### src/rtl/tow_pkg.sv
// -----------------------------------------------------------------------------
// tow_pkg -- shared definitions for the tug-of-war round arbiter.
//   state_e     : round FSM encoding (IDLE=0, DARK=1, ARMED=2, HOLD=3)
//   LFSR_TAPS   : feedback mask for the 8-bit Fibonacci LFSR (taps 8,6,5,4)
//   LEFT/RIGHT  : winner encodings
//   pos_w()     : marker position width for a given number of positions
// -----------------------------------------------------------------------------
package tow_pkg;

  typedef enum logic [1:0] {
    IDLE  = 2'd0,
    DARK  = 2'd1,
    ARMED = 2'd2,
    HOLD  = 2'd3
  } state_e;

  // Taps 8,6,5,4 map to bit indices 7,5,4,3.
  localparam logic [7:0] LFSR_TAPS = 8'hB8;

  localparam logic LEFT  = 1'b0;
  localparam logic RIGHT = 1'b1;

  function automatic int pos_w(input int n_pos);
    return (n_pos > 2) ? $clog2(n_pos) : 1;
  endfunction

endpackage

### src/rtl/round_arbiter_if.sv
// -----------------------------------------------------------------------------
// round_arbiter_if -- bundle between master controller / players and the
// round arbiter.
//   slowen, clear, pbl, pbr          : controller/player -> arbiter
//   rout, winrnd, pos, game_over,
//   winner                           : arbiter -> controller/LEDs
// Modports: master (controller side), slave (arbiter side).
// -----------------------------------------------------------------------------
interface round_arbiter_if #(
  parameter int POS_W = 4
);
  logic             slowen;
  logic             clear;
  logic             pbl;
  logic             pbr;
  logic             rout;
  logic             winrnd;
  logic [POS_W-1:0] pos;
  logic             game_over;
  logic             winner;

  modport master (
    output slowen, clear, pbl, pbr,
    input  rout, winrnd, pos, game_over, winner
  );

  modport slave (
    input  slowen, clear, pbl, pbr,
    output rout, winrnd, pos, game_over, winner
  );
endinterface

### src/rtl/rnd_lfsr.sv
// -----------------------------------------------------------------------------
// rnd_lfsr -- free-running 8-bit Fibonacci LFSR (taps 8,6,5,4).
//   clk : system clock
//   rst : synchronous active-high reset, loads SEED (must be non-zero)
//   q   : current LFSR state
// -----------------------------------------------------------------------------
module rnd_lfsr
  import tow_pkg::*;
#(
  parameter logic [7:0] SEED = 8'hA5
) (
  input  logic       clk,
  input  logic       rst,
  output logic [7:0] q
);

  logic [7:0] lfsr_q, lfsr_d;

  // NOTE: every combinational output gets a value on every path; without it
  // the tool infers a latch to hold the old value.
  always_comb begin
    lfsr_d = {lfsr_q[6:0], ^(lfsr_q & LFSR_TAPS)};
  end

  // NOTE: flops use non-blocking assignment so every register samples the
  // pre-edge value of its sources, independent of statement order.
  always_ff @(posedge clk) begin
    if (rst) lfsr_q <= SEED;
    else     lfsr_q <= lfsr_d;
  end

  assign q = lfsr_q;

endmodule

### src/rtl/round_arbiter.sv
// -----------------------------------------------------------------------------
// round_arbiter -- per-round referee for the tug-of-war datapath.
// Generates a random dark interval, raises rout when it ends, arbitrates the
// two players' presses, moves the rope marker and flags game over.
//   clk  : system clock
//   rst  : synchronous active-high reset
//   bus  : round_arbiter_if.slave (slowen, clear, pbl, pbr in;
//          rout, winrnd, pos, game_over, winner out)
// Build option: define FALSE_START_EN to award the point to the opponent when
// a player presses during the dark interval; otherwise such presses are
// ignored.
// -----------------------------------------------------------------------------
module round_arbiter
  import tow_pkg::*;
#(
  parameter int         N_POS     = 9,
  parameter int         MIN_DLY   = 4,
  parameter int         RND_BITS  = 3,
  parameter logic [7:0] LFSR_SEED = 8'hA5
) (
  input logic              clk,
  input logic              rst,
  round_arbiter_if.slave   bus
);

  localparam int POS_W = pos_w(N_POS);
  localparam int DLY_W = $clog2(MIN_DLY + 2**RND_BITS);
  localparam logic [POS_W-1:0] POS_MAX = POS_W'(N_POS - 1);
  localparam logic [POS_W-1:0] POS_CTR = POS_W'((N_POS - 1) / 2);

  state_e           state_q, state_d;
  logic [DLY_W-1:0] dly_q, dly_d;
  logic [POS_W-1:0] pos_q, pos_d;
  logic             rout_q, rout_d;
  logic             winrnd_q, winrnd_d;
  logic             game_over_q, game_over_d;
  logic             winner_q, winner_d;

  logic             resolve;
  logic             step_up;
  logic             step_dn;

  logic [7:0]       lfsr_q;
  logic             unused_lfsr;

  rnd_lfsr #(.SEED(LFSR_SEED)) u_lfsr (
    .clk (clk),
    .rst (rst),
    .q   (lfsr_q)
  );

  // Only the low RND_BITS of the LFSR feed the delay.
  assign unused_lfsr = ^lfsr_q[7:RND_BITS];

  always_comb begin
    state_d     = state_q;
    dly_d       = dly_q;
    pos_d       = pos_q;
    game_over_d = game_over_q;
    winner_d    = winner_q;
    winrnd_d    = 1'b0;
    resolve     = 1'b0;
    step_up     = 1'b0;
    step_dn     = 1'b0;

    case (state_q)
      IDLE: begin
        if (!bus.clear && !game_over_q) begin
          dly_d   = DLY_W'(MIN_DLY) + DLY_W'(lfsr_q[RND_BITS-1:0]);
          state_d = DARK;
        end
      end
      DARK: begin
        if (bus.clear) begin
          state_d = IDLE;
        end
`ifdef FALSE_START_EN
        // Early press gives the point to the opponent.
        else if (bus.pbl || bus.pbr) begin
          resolve = 1'b1;
          step_up = bus.pbl && !bus.pbr;
          step_dn = bus.pbr && !bus.pbl;
        end
`endif
        else if (bus.slowen) begin
          dly_d = dly_q - 1'b1;
          // This tick takes the counter to zero: the interval is over.
          if (dly_q <= DLY_W'(1)) state_d = ARMED;
        end
      end
      ARMED: begin
        if (bus.clear) begin
          state_d = IDLE;
        end else if (bus.pbl || bus.pbr) begin
          resolve = 1'b1;
          step_dn = bus.pbl && !bus.pbr;
          step_up = bus.pbr && !bus.pbl;
        end
      end
      HOLD: begin
        if (bus.clear) state_d = IDLE;
      end
      default: state_d = IDLE;
    endcase

    if (resolve) begin
      state_d  = HOLD;
      winrnd_d = 1'b1;
      if (step_up && pos_q != POS_MAX) pos_d = pos_q + 1'b1;
      if (step_dn && pos_q != '0)      pos_d = pos_q - 1'b1;
      if (pos_d == '0) begin
        game_over_d = 1'b1;
        winner_d    = LEFT;
      end else if (pos_d == POS_MAX) begin
        game_over_d = 1'b1;
        winner_d    = RIGHT;
      end
    end

    // rout is registered off the next state so it rises the cycle ARMED starts.
    rout_d = (state_d == ARMED);
  end

  always_ff @(posedge clk) begin
    if (rst) begin
      state_q     <= IDLE;
      dly_q       <= '0;
      pos_q       <= POS_CTR;
      rout_q      <= 1'b0;
      winrnd_q    <= 1'b0;
      game_over_q <= 1'b0;
      winner_q    <= 1'b0;
    end else begin
      state_q     <= state_d;
      dly_q       <= dly_d;
      pos_q       <= pos_d;
      rout_q      <= rout_d;
      winrnd_q    <= winrnd_d;
      game_over_q <= game_over_d;
      winner_q    <= winner_d;
    end
  end

  assign bus.rout      = rout_q;
  assign bus.winrnd    = winrnd_q;
  assign bus.pos       = pos_q;
  assign bus.game_over = game_over_q;
  assign bus.winner    = winner_q;

endmodule

### src/flat_wrapper.sv
// flat-port wrapper written by rule: the top's interface ports become plain ports
module round_arbiter_flat import tow_pkg::*;
#(
  parameter int         N_POS     = 9,
  parameter int         MIN_DLY   = 4,
  parameter int         RND_BITS  = 3,
  parameter logic [7:0] LFSR_SEED = 8'hA5
)
  (clk, rst, bus_slowen, bus_clear, bus_pbl, bus_pbr, bus_rout, bus_winrnd, bus_pos, bus_game_over, bus_winner);
  round_arbiter_if #(.POS_W(4)) bus_i ();
  input logic clk;
  input logic rst;
  input wire logic [$bits(bus_i.slowen)-1:0] bus_slowen;
  input wire logic [$bits(bus_i.clear)-1:0] bus_clear;
  input wire logic [$bits(bus_i.pbl)-1:0] bus_pbl;
  input wire logic [$bits(bus_i.pbr)-1:0] bus_pbr;
  output wire logic [$bits(bus_i.rout)-1:0] bus_rout;
  output wire logic [$bits(bus_i.winrnd)-1:0] bus_winrnd;
  output wire logic [$bits(bus_i.pos)-1:0] bus_pos;
  output wire logic [$bits(bus_i.game_over)-1:0] bus_game_over;
  output wire logic [$bits(bus_i.winner)-1:0] bus_winner;
  assign bus_i.slowen = bus_slowen;
  assign bus_i.clear = bus_clear;
  assign bus_i.pbl = bus_pbl;
  assign bus_i.pbr = bus_pbr;
  assign bus_rout = bus_i.rout;
  assign bus_winrnd = bus_i.winrnd;
  assign bus_pos = bus_i.pos;
  assign bus_game_over = bus_i.game_over;
  assign bus_winner = bus_i.winner;
  round_arbiter #(.N_POS(N_POS), .MIN_DLY(MIN_DLY), .RND_BITS(RND_BITS), .LFSR_SEED(LFSR_SEED)) u_core (.clk(clk), .rst(rst), .bus(bus_i));
endmodule
### config.mk
export PLATFORM = sky130hd
export DESIGN_NAME = round_arbiter_flat
export DESIGN_NICKNAME = d
export VERILOG_FILES = /design/src/rtl/tow_pkg.sv /design/src/rtl/round_arbiter_if.sv /design/src/rtl/rnd_lfsr.sv /design/src/rtl/round_arbiter.sv /design/src/flat_wrapper.sv
export SDC_FILE = /design/constraint.sdc
export NUM_CORES = 1
export LEC_CHECK = 0
export ABC_CLOCK_PERIOD_IN_PS = 2200
export CAP_MARGIN = 5
export CORE_MARGIN = 3
export CORE_UTILIZATION = 43
export DETAILED_ROUTE_END_ITERATION = 10
export PLACE_DENSITY = 0.65
export SETUP_SLACK_MARGIN = 0.15
export SYNTH_ARGS = -nofsm -noshare
export SYNTH_HDL_FRONTEND = slang
export SYNTH_SLANG_ARGS = --single-unit
### constraint.sdc
create_clock -name clk -period 2.2 [get_ports clk]
set_clock_uncertainty 0.05 [all_clocks]
set_input_delay 0.44 -clock clk [delete_from_list [all_inputs] [get_ports clk]]
set_output_delay 0.44 -clock clk [all_outputs]
set_load 0.05 [all_outputs]
# Word level (Yosys, flattened, before mapping)
# Index checks and enable logic that the tools add are counted.
[word_totals] regBits=22 latchBits=0 ram_bits=0 mem_bits_ro=0 input_bits=6 output_inout_bits=8 word_cells=68 mem_count=0
[classes] n_addsub=4 n_mul=0 div_mod_pow=0 magnitude_cmp=1 eq_ne=9 n_shift=0 mux=27 n_bitwise=0 n_reduce_logical=19
[ops] operator="4-bit 2-to-1 mux" count=6
[ops] operator="1-bit 2-to-1 mux" count=13
[ops] operator="2-bit 2-to-1 mux" count=6
[ops] operator="4-bit case mux with 2 select lines" count=1
[ops] operator="8-bit XOR reduction" count=1
[ops] operator="4-bit by 1-bit subtractor with 4-bit output, second input constant" count=2
[ops] operator="2-bit equality test, second input constant" count=3
[ops] operator="2-bit case mux with 3 select lines" count=1
[ops] operator="1-bit logical AND" count=5
[ops] operator="3-bit by 3-bit adder with 4-bit output, first input constant" count=1
[ops] operator="4-bit by 1-bit adder with 4-bit output, second input constant" count=1
[ops] operator="4-bit equality test, second input constant" count=1
[ops] operator="4-bit by 1-bit <= comparator with 1-bit output, second input constant" count=1
[ops] operator="1-bit zero test" count=4
[ops] operator="4-bit zero test" count=1
[ops] operator="2-bit != test, second input constant" count=2
[ops] operator="4-bit != test, second input constant" count=1
[ops] operator="4-bit AND reduction" count=1
[ops] operator="2-bit nonzero test" count=2
[ops] operator="4-bit nonzero test" count=1
[ops] operator="2-bit by 1-bit equality test with 1-bit output, second input constant" count=1
[ops] operator="2-bit zero test" count=1
[ops] operator="2-bit by 1-bit != test with 1-bit output, second input constant" count=1
[ops] operator="2-bit AND reduction" count=1
[ops] operator="other kinds (2)" count=2

# Depth between registers and ports, before layout
# Gate-level depths: netlist of run 1.
[depth] depth_word=12 mapped_depth=8 depth_no_buf=8

# Hierarchy
# A second synthesis of run 1 with hierarchy kept.
[unflattened] hier_cells=114 hier_area_um2=1088.5
[modules_own_cells] module="round_arbiter" n_inst=1 cells_each=88 area_each_um2=799.5 seq_area_each_um2=280.3
[modules_own_cells] module="rnd_lfsr" n_inst=1 cells_each=26 area_each_um2=289.0 seq_area_each_um2=160.2

# Worst setup path after synthesis of run 1
# OpenSTA, ideal clock, no wires.
[synth_path] path_type="flip-flop to flip-flop" from="register u_core.pos_q[0] (netlist: u_core.bus.pos[0])" to="register u_core.winner_q (netlist: u_core.bus.winner)" setup_time_ps=123 arrival_time_ps=2247 slack_ps=-221 path_stages_with_launch=8 n_path_buf=0 period_less_slack_ps=2421 cell_sequence="dfxtp_1 -> inv_1 -> ha_1 -> and4_2 -> a311o_1 -> o21ai_1 -> o2111ai_1 -> mux2_1"
[synth_via] elab_chain_len=8 elab_cells_between_ends=14 classes_between="add/sub (2); eq/ne (2); mux (4); reduce/logical (6)"
[synth_rtl] element="start: declaration" line="round_arbiter.sv:33" source="logic [POS_W-1:0] pos_q, pos_d;"
[synth_rtl] element="start signal: assignment" line="round_arbiter.sv:136" source="pos_q <= pos_d;"
[synth_rtl] element="parallel branches: the longest is 3 deep, another holds 4-bit by 1-bit adder with 4-bit output"
[synth_rtl] element="4-bit 2-to-1 mux *" line="round_arbiter.sv:110" source="if (step_dn && pos_q != '0) pos_d = pos_q - 1'b1;"
[synth_rtl] element="4-bit 2-to-1 mux *" line="round_arbiter.sv:106" source="if (resolve) begin"
[synth_rtl] element="4-bit equality test or 4-bit zero test (tied branches)" line="round_arbiter.sv:114, round_arbiter.sv:111"
[synth_rtl] element="2-bit nonzero test (no source line)"
[synth_rtl] element="2-bit AND reduction (no source line)"
[synth_rtl] element="end signal: assignment" line="round_arbiter.sv:140" source="winner_q <= winner_d;"
[synth_rtl] element="end: declaration" line="round_arbiter.sv:37" source="logic winner_q, winner_d;"
# Every way passes the cells marked *. The select of a mux whose other input is x is not followed.
# A chain may end at the register's enable or synchronous reset.

# Final worst setup path of run 1
[layout_path] from="register u_core.pos_q[1] (netlist: u_core.bus.pos[1])" to="output bus_pos[1]"
[layout_lines] element="end: declaration" line="flat_wrapper.sv:19" source="output wire logic [$bits(bus_i.pos)-1:0] bus_pos;"
# No word-level cell between the ends.

==> results of run 1 <==
[synth_stat cells (3+ instances only)]
cell / n / area share (%)
nor3_1: 4 / 1.8
nor2b_1: 7 / 4.0
a21oi_1: 8 / 3.6
ha_1: 4 / 4.6
nor2_1: 10 / 3.4
nand2b_1: 3 / 1.7
o21ai_0: 4 / 1.8
or2_2: 3 / 1.7
xor2_1: 3 / 2.4
dfxtp_1: 22 / 40
clkbuf_1: 3 / 1.0
inv_1: 8 / 2.7
nand3_1: 7 / 3.2
[cell type report]
type,count,area share (%)
clock buffers,4,2.439
inverters,8,2.355
multi-input cells,88,44.41
flip-flops and latches,22,30.36
well taps,28,2.355
repair buffers,31,18.08
[critical path, stage by stage (launching register included)]
cell,delay (ns)
dfxtp_4,0.40
buf_4,0.11
clkdlybuf4s50_1,0.79
[final timing paths]
path / start / endpoint
max: u_core.bus.pos[1] / bus_pos[1]
min: u_core.u_lfsr.q[6] / u_core.u_lfsr.q[7]
max reg2reg: u_core.bus.pos[1] / u_core.bus.winner
min reg2reg: u_core.u_lfsr.q[6] / u_core.u_lfsr.q[7]
[kinds of logic (layout without fill, tap and decap cells)]
logic type	count (synthesis)	count (layout)	synth area share [%]
buffers and inverters	12	43	4.784
multiplexers	3	3	2.961
flip-flops	22	22	40.09
AND/OR/NAND/NOR	49	49	26.43
XOR/XNOR	5	5	4.671
adder cells (fa/ha/maj)	4	4	4.556
AO/OA/AOI/OAI	27	27	16.52
[what timing repair did]
item                                   CTS  global route
setup buffers                            2             6
pin swaps                                4             6
hold buffers                             0             0
resized for setup                        8             9
endpoints found under the hold margin    0             0
setup endpoints to repair                3             4
[state kept, by name, summed over array words and instances, names as in the netlist]
register,count
u_core.bus.game_over,1
u_core.bus.pos,4
u_core.bus.rout,1
u_core.bus.winner,1
u_core.bus.winrnd,1
u_core.dly_q,4
u_core.state_q,2
u_core.u_lfsr.q,8
[cells in the final DEF, fill, tap and decap left out, types with 4 or more instances in the layout]
cell / instances
a21oi_1: 7
dfxtp_1: 17
clkdlybuf4s50_1: 7
nor2_1: 10
buf_4: 17
o21ai_0: 4
inv_1: 6
dlygate4sd2_1: 4
nor3_1: 4
nor2b_1: 7
nand3_1: 7
[metal layers]
| layer | wire length [um] | up-vias |
|---|---|---|
| met4 | 17 | 0 |
| met1 | 1112 | 427 |
| met3 | 71 | 2 |
| met5 | 0 | - |
| li1 | - | 483 |
| met2 | 1086 | 11 |
[through the flow]
step | hold slack, ns | TNS [ns] | power, mW | std cells | setup slack, ns
CTS | 0.3760 | 0 | 0.7703 | 175 | 0.1585
detailed placement | 0.3434 | -0.6678 | 0.5514 | 169 | -0.3217
global placement | 0.3462 | -0.5861 | 0.5485 | 169 | -0.2827
finish | 0.3758 | 0 | 0.7695 | 181 | 0.1065
floorplan | 0.3395 | 0 | 0.5157 | 122 | 0.1566
global route | 0.3956 | 0 | 0.8093 | 181 | 0.02571
[power by group through the flow]
stage          Combinational, mW  Clock (mW)  Sequential (mW)
2_1_floorplan             0.0728           0            0.443
3_3_place_gp               0.104           0            0.445
3_5_place_dp               0.106           0            0.446
4_1_cts                    0.107       0.227            0.437
5_1_grt                    0.123       0.247            0.440
6_report                   0.108       0.225            0.437
==> impl_metrics.py, run 1 <==
metrics = {
    "finish": {
        "design_area_um2": 1488,
        "area_growth_pct": 35.42,
        "regArea_um2": 451.7,
        "multi_input_area_um2": 660.6,
        "num-fill-cells": 201,
        "final_core_utilization_pct": 64.17,
        "n_antenna_cell": 0,
        "finish.net_count": 164,
        "drive_above_1_share_pct": 31.37,
    },
    "sta": {
        "setup_viol": 0,
        "finalHoldViolCount": 0,
        "grt_setup_unrepaired": "true",
        "slew_viol_final": 0,
        "maxSlewHeadroom_pct": 66.65,
        "worstMarginPinSlew_ns": 0.4994,
        "period_share_pct": 95.16,
        "period_needed_ns": 2.094,
        "fmax_ghz": 0.4777,
    },
    "logic_synthesis": {
        "synth_edf_count": 0,
        "ys_seq_elements": 22,
        "yosysUniqueCellTypes": 45,
        "synth_cells": 122,
        "syn-num-nets": 132,
        "ys_warn_count": 0,
        "syn_area_um2": 1099,
        "ys.flop_type": "dfxtp_1",
        "async_flop_share_pct": 0,
        "yosysSeqAreaShare_pct": 40.09,
        "syn_area_per_cell_um2": 9.005,
    },
    "critical_path": {
        "r2r_slack_ns": 0.13,
        "crit_fanout": 4,
        "cp-start-kind": "register",
        "rr_worst_depth": 9,
        "end_kind": "output pin",
        "timing_worst_setup_path_type": "reg -> out",
        "worst_ep_required_time_ns": 1.71,
        "cp.arrival_ns": 1.60,
    },
    "floorplanning": {
        "rows": 17,
        "ioPinCount": 14,
        "start_util_pct": 47.38,
        "core_area_um2": 2318,
        "die_x_um": 56.55,
        "die_area_um2": 3197,
        "dieHeight_um": 56.55,
    },
    "pwr": {
        "swShare_pct": 25.02,
        "netSwitchingPower_mw": 0.1925,
        "p_clk_share_pct": 29.2,
        "vdd_drop_max_v": 0.0003822,
        "p_comb_share_pct": 14.1,
        "power_frac_seq_pct": 56.7,
        "p_leak_nw": 0.6379,
        "power.density_nw_per_um2": 517.3,
        "p_int_mw": 0.5770,
    },
    "outcome": {
        "outcome": "finished, final reports clean",
    },
    "placed_design": {
        "placement.cell_area_um2": 1341,
        "dp_hpwl_um": 1544,
        "io_buffer_count": 13,
        "place.gp.congestion": 0.7985,
    },
    "global_route": {
        "grt_busiest_layer": "met2",
        "grt_use_met2_pct": 22.11,
        "antenna_found_initial": 0,
        "overflow": 0,
        "met1_usage_pct": 18.85,
        "grt_usage_pct": 14.09,
        "grt_first_pass_wirelength_um": 3650,
        "grtUsageMet3_pct": 2.989,
        "grt_pass1_vias": 845,
        "grt_max_degree": 19,
    },
    "clocking": {
        "htreeDepth": 1,
        "clock_latency_ns": 0.30,
        "cts.sinks": 22,
        "clk_pin_slew_ns": 0.12,
        "cts_tree": "built",
        "numCtsBuffers": 3,
        "clockBufferDepth": 2,
        "cts_root_buf": "clkbuf_4",
    },
    "drt": {
        "drt_wl_total_um": 2288,
        "dr.pass1.iters": 4,
        "vias_per_cell": 5.099,
        "ant_nets": 0,
        "num_vias": 923,
        "first_iter_violations": 11,
        "wire_per_inst_um": 12.64,
        "drc_errors": 0,
    },
    "flow_run": {
        "cap_violations": 0,
    },
    "min_path": {
        "hold_class": "reg -> reg",
        "hold_path_depth": 1,
    },
}
Power figures use the tool's default switching activity.
==> run 2, diff against run 1 <==
==> constraint.sdc (replaced) <==
create_clock -name clk -period 2.2 [get_ports clk]
set_clock_uncertainty 0.05 [all_clocks]
set_input_delay 0.33 -clock clk [delete_from_list [all_inputs] [get_ports clk]]
set_output_delay 0.33 -clock clk [all_outputs]
set_load 0.05 [all_outputs]
==> impl_metrics.py, run 2 (synthesis results as in run 1) <==
metrics = {
    "outcome": {
        "outcome": "finished, final reports clean",
    },
    "global_route": {
        "grt_usage_pct": 14.25,
        "antenna_found_initial": 0,
        "grt_first_pass_wirelength_um": 3643,
        "overflow": 0,
        "grt_pass1_vias": 867,
        "grt_max_degree": 19,
    },
    "placed_design": {
        "placement.cell_area_um2": 1334,
        "place.gp.congestion": 0.7923,
        "dp_hpwl_um": 1560,
        "io_buffer_count": 13,
    },
    "finish": {
        "finish.net_count": 160,
        "design_area_um2": 1463,
        "largest_reg_flops": 8,
        "drive_above_1_share_pct": 29.53,
        "final_cell_mix": "dfxtp_1, buf_4, clkdlybuf4s50_1",
        "n_antenna_cell": 0,
        "num-fill-cells": 202,
        "final_core_utilization_pct": 63.09,
        "area_growth_pct": 33.14,
        "layout_commonest_cell": "dfxtp_1",
    },
    "clocking": {
        "cts.sinks": 22,
        "postCtsHoldBufs": 0,
        "cts_root_buf": "clkbuf_4",
        "cts_tree": "built",
        "clockBufferDepth": 2,
        "clk_pin_slew_ns": 0.12,
        "clock_latency_ns": 0.30,
        "htreeDepth": 1,
        "numCtsBuffers": 3,
    },
    "sta": {
        "slew_viol_final": 0,
        "worstMarginPinSlew_ns": 0.4904,
        "fin_tns_setup_ns": 0,
        "setup_viol": 0,
        "period_needed_ns": 2.056,
        "maxSlewHeadroom_pct": 67.21,
        "fmax_ghz": 0.4865,
        "period_share_pct": 93.44,
        "grt_setup_unrepaired": "true",
        "finalHoldViolCount": 0,
    },
    "critical_path": {
        "cp-start-kind": "register",
        "cp.arrival_ns": 2.21,
        "r2r_slack_ns": 0.14,
        "worst_ep_required_time_ns": 2.35,
        "rr_endpoint": "u_core.bus.winner",
        "crit_fanout": 3,
        "timing_worst_setup_path_type": "reg -> reg",
        "end_kind": "register",
        "rr_worst_depth": 9,
        "r2r_start": "u_core.bus.pos[0]",
    },
    "pwr": {
        "p_int_mw": 0.6159,
        "p_comb_share_pct": 13.5,
        "swShare_pct": 23.63,
        "power.density_nw_per_um2": 551.4,
        "netSwitchingPower_mw": 0.1905,
        "p_leak_nw": 0.6049,
        "p_clk_share_pct": 32.3,
        "vdd_drop_max_v": 0.0006476,
        "power_frac_seq_pct": 54.2,
    },
    "min_path": {
        "hold_class": "in -> reg",
        "worstHoldEndpoint": "u_core.state_q[1]",
        "hp-start": "bus_clear",
        "hold_path_depth": 3,
    },
    "drt": {
        "drt_wl_total_um": 2144,
        "first_iter_violations": 12,
        "vias_per_cell": 5.153,
        "wire_per_inst_um": 12.11,
        "drc_errors": 0,
        "dr.pass1.iters": 4,
        "ant_nets": 0,
        "num_vias": 912,
    },
    "floorplanning": {
        "die_x_um": 56.55,
        "rows": 17,
        "die_area_um2": 3197,
        "start_util_pct": 47.38,
        "dieHeight_um": 56.55,
        "ioPinCount": 14,
        "core_area_um2": 2318,
    },
    "flow_run": {
        "cap_violations": 0,
    },
}
## run 2: worst max path at each step
stage	endpoint	slack, ns	start	depth (start not counted)
finish	u_core.bus.winner	0.14	u_core.bus.pos[0]	9
global route	u_core.bus.winner	0.05	u_core.bus.pos[0]	9
CTS	u_core.bus.winner	0.16	bus_clear	7
detailed placement	u_core.bus.winner	-0.22	bus_pbl	7
global placement	u_core.bus.winner	-0.17	bus_pbl	7
floorplan	u_core.bus.winner	0.16	u_core.bus.pos[0]	8
## run 2: critical path, cell delays in order, from the launching register on
cell and delay (ns):
dfxtp_4 0.38, inv_4 0.04, ha_4 0.17, nand3b_1 0.11, buf_4 0.14, a31oi_4 0.08
a311o_1 0.36, o21ai_2 0.16, o2111ai_2 0.15, mux2_4 0.32
## run 2: power groups by stage
stage / sequential (mW) / clock [mW] / combinational (mW)
floorplan: 0.443 / 0 / 0.0728
finish: 0.437 / 0.260 / 0.109
detailed placement: 0.446 / 0 / 0.107
global route: 0.440 / 0.285 / 0.125
global placement: 0.445 / 0 / 0.103
CTS: 0.437 / 0.270 / 0.110
## run 2: what timing repair did
action                                  in CTS  in global routing
hold endpoints to repair                     0                  0
resized for setup                            4                  8
endpoints found under the setup margin       1                  2
buffers inserted                             4                  1
pin swaps                                    2                  6
## run 2: per-layer routing
layer | GRT usage, % | part of all wire [%] | vias up
met3 | 4.368 | 4.0 | 2
met2 | 23.27 | 46 | 14
li1 | - | - | 480
met5 | 0 | 0 | -
met4 | 3.051 | 0.79 | 0
met1 | 18.37 | 49 | 416
## run 2: cell type report
class                           instances  area [um2]  share of cell area [%]
Sequential cell                        22       452.9                   30.97
Timing Repair Buffer                   27       236.5                   16.17
Multi-Input combinational cell         88       655.6                   44.82
Tap cell                               28       35.03                   2.395
Inverter                                8       35.03                   2.395
Clock buffer                            4       47.55                   3.251
## run 2: per-stage QoR
stage	setup slack [ns]	total power, mW	hold slack [ns]	instances
floorplan	0.1566	0.5157	0.3395	122
global placement	-0.1714	0.5483	0.3468	168
detailed placement	-0.2208	0.5528	0.3431	168
CTS	0.1586	0.8170	0.3773	176
global route	0.05437	0.8503	0.3519	177
finish	0.1444	0.8065	0.3462	177
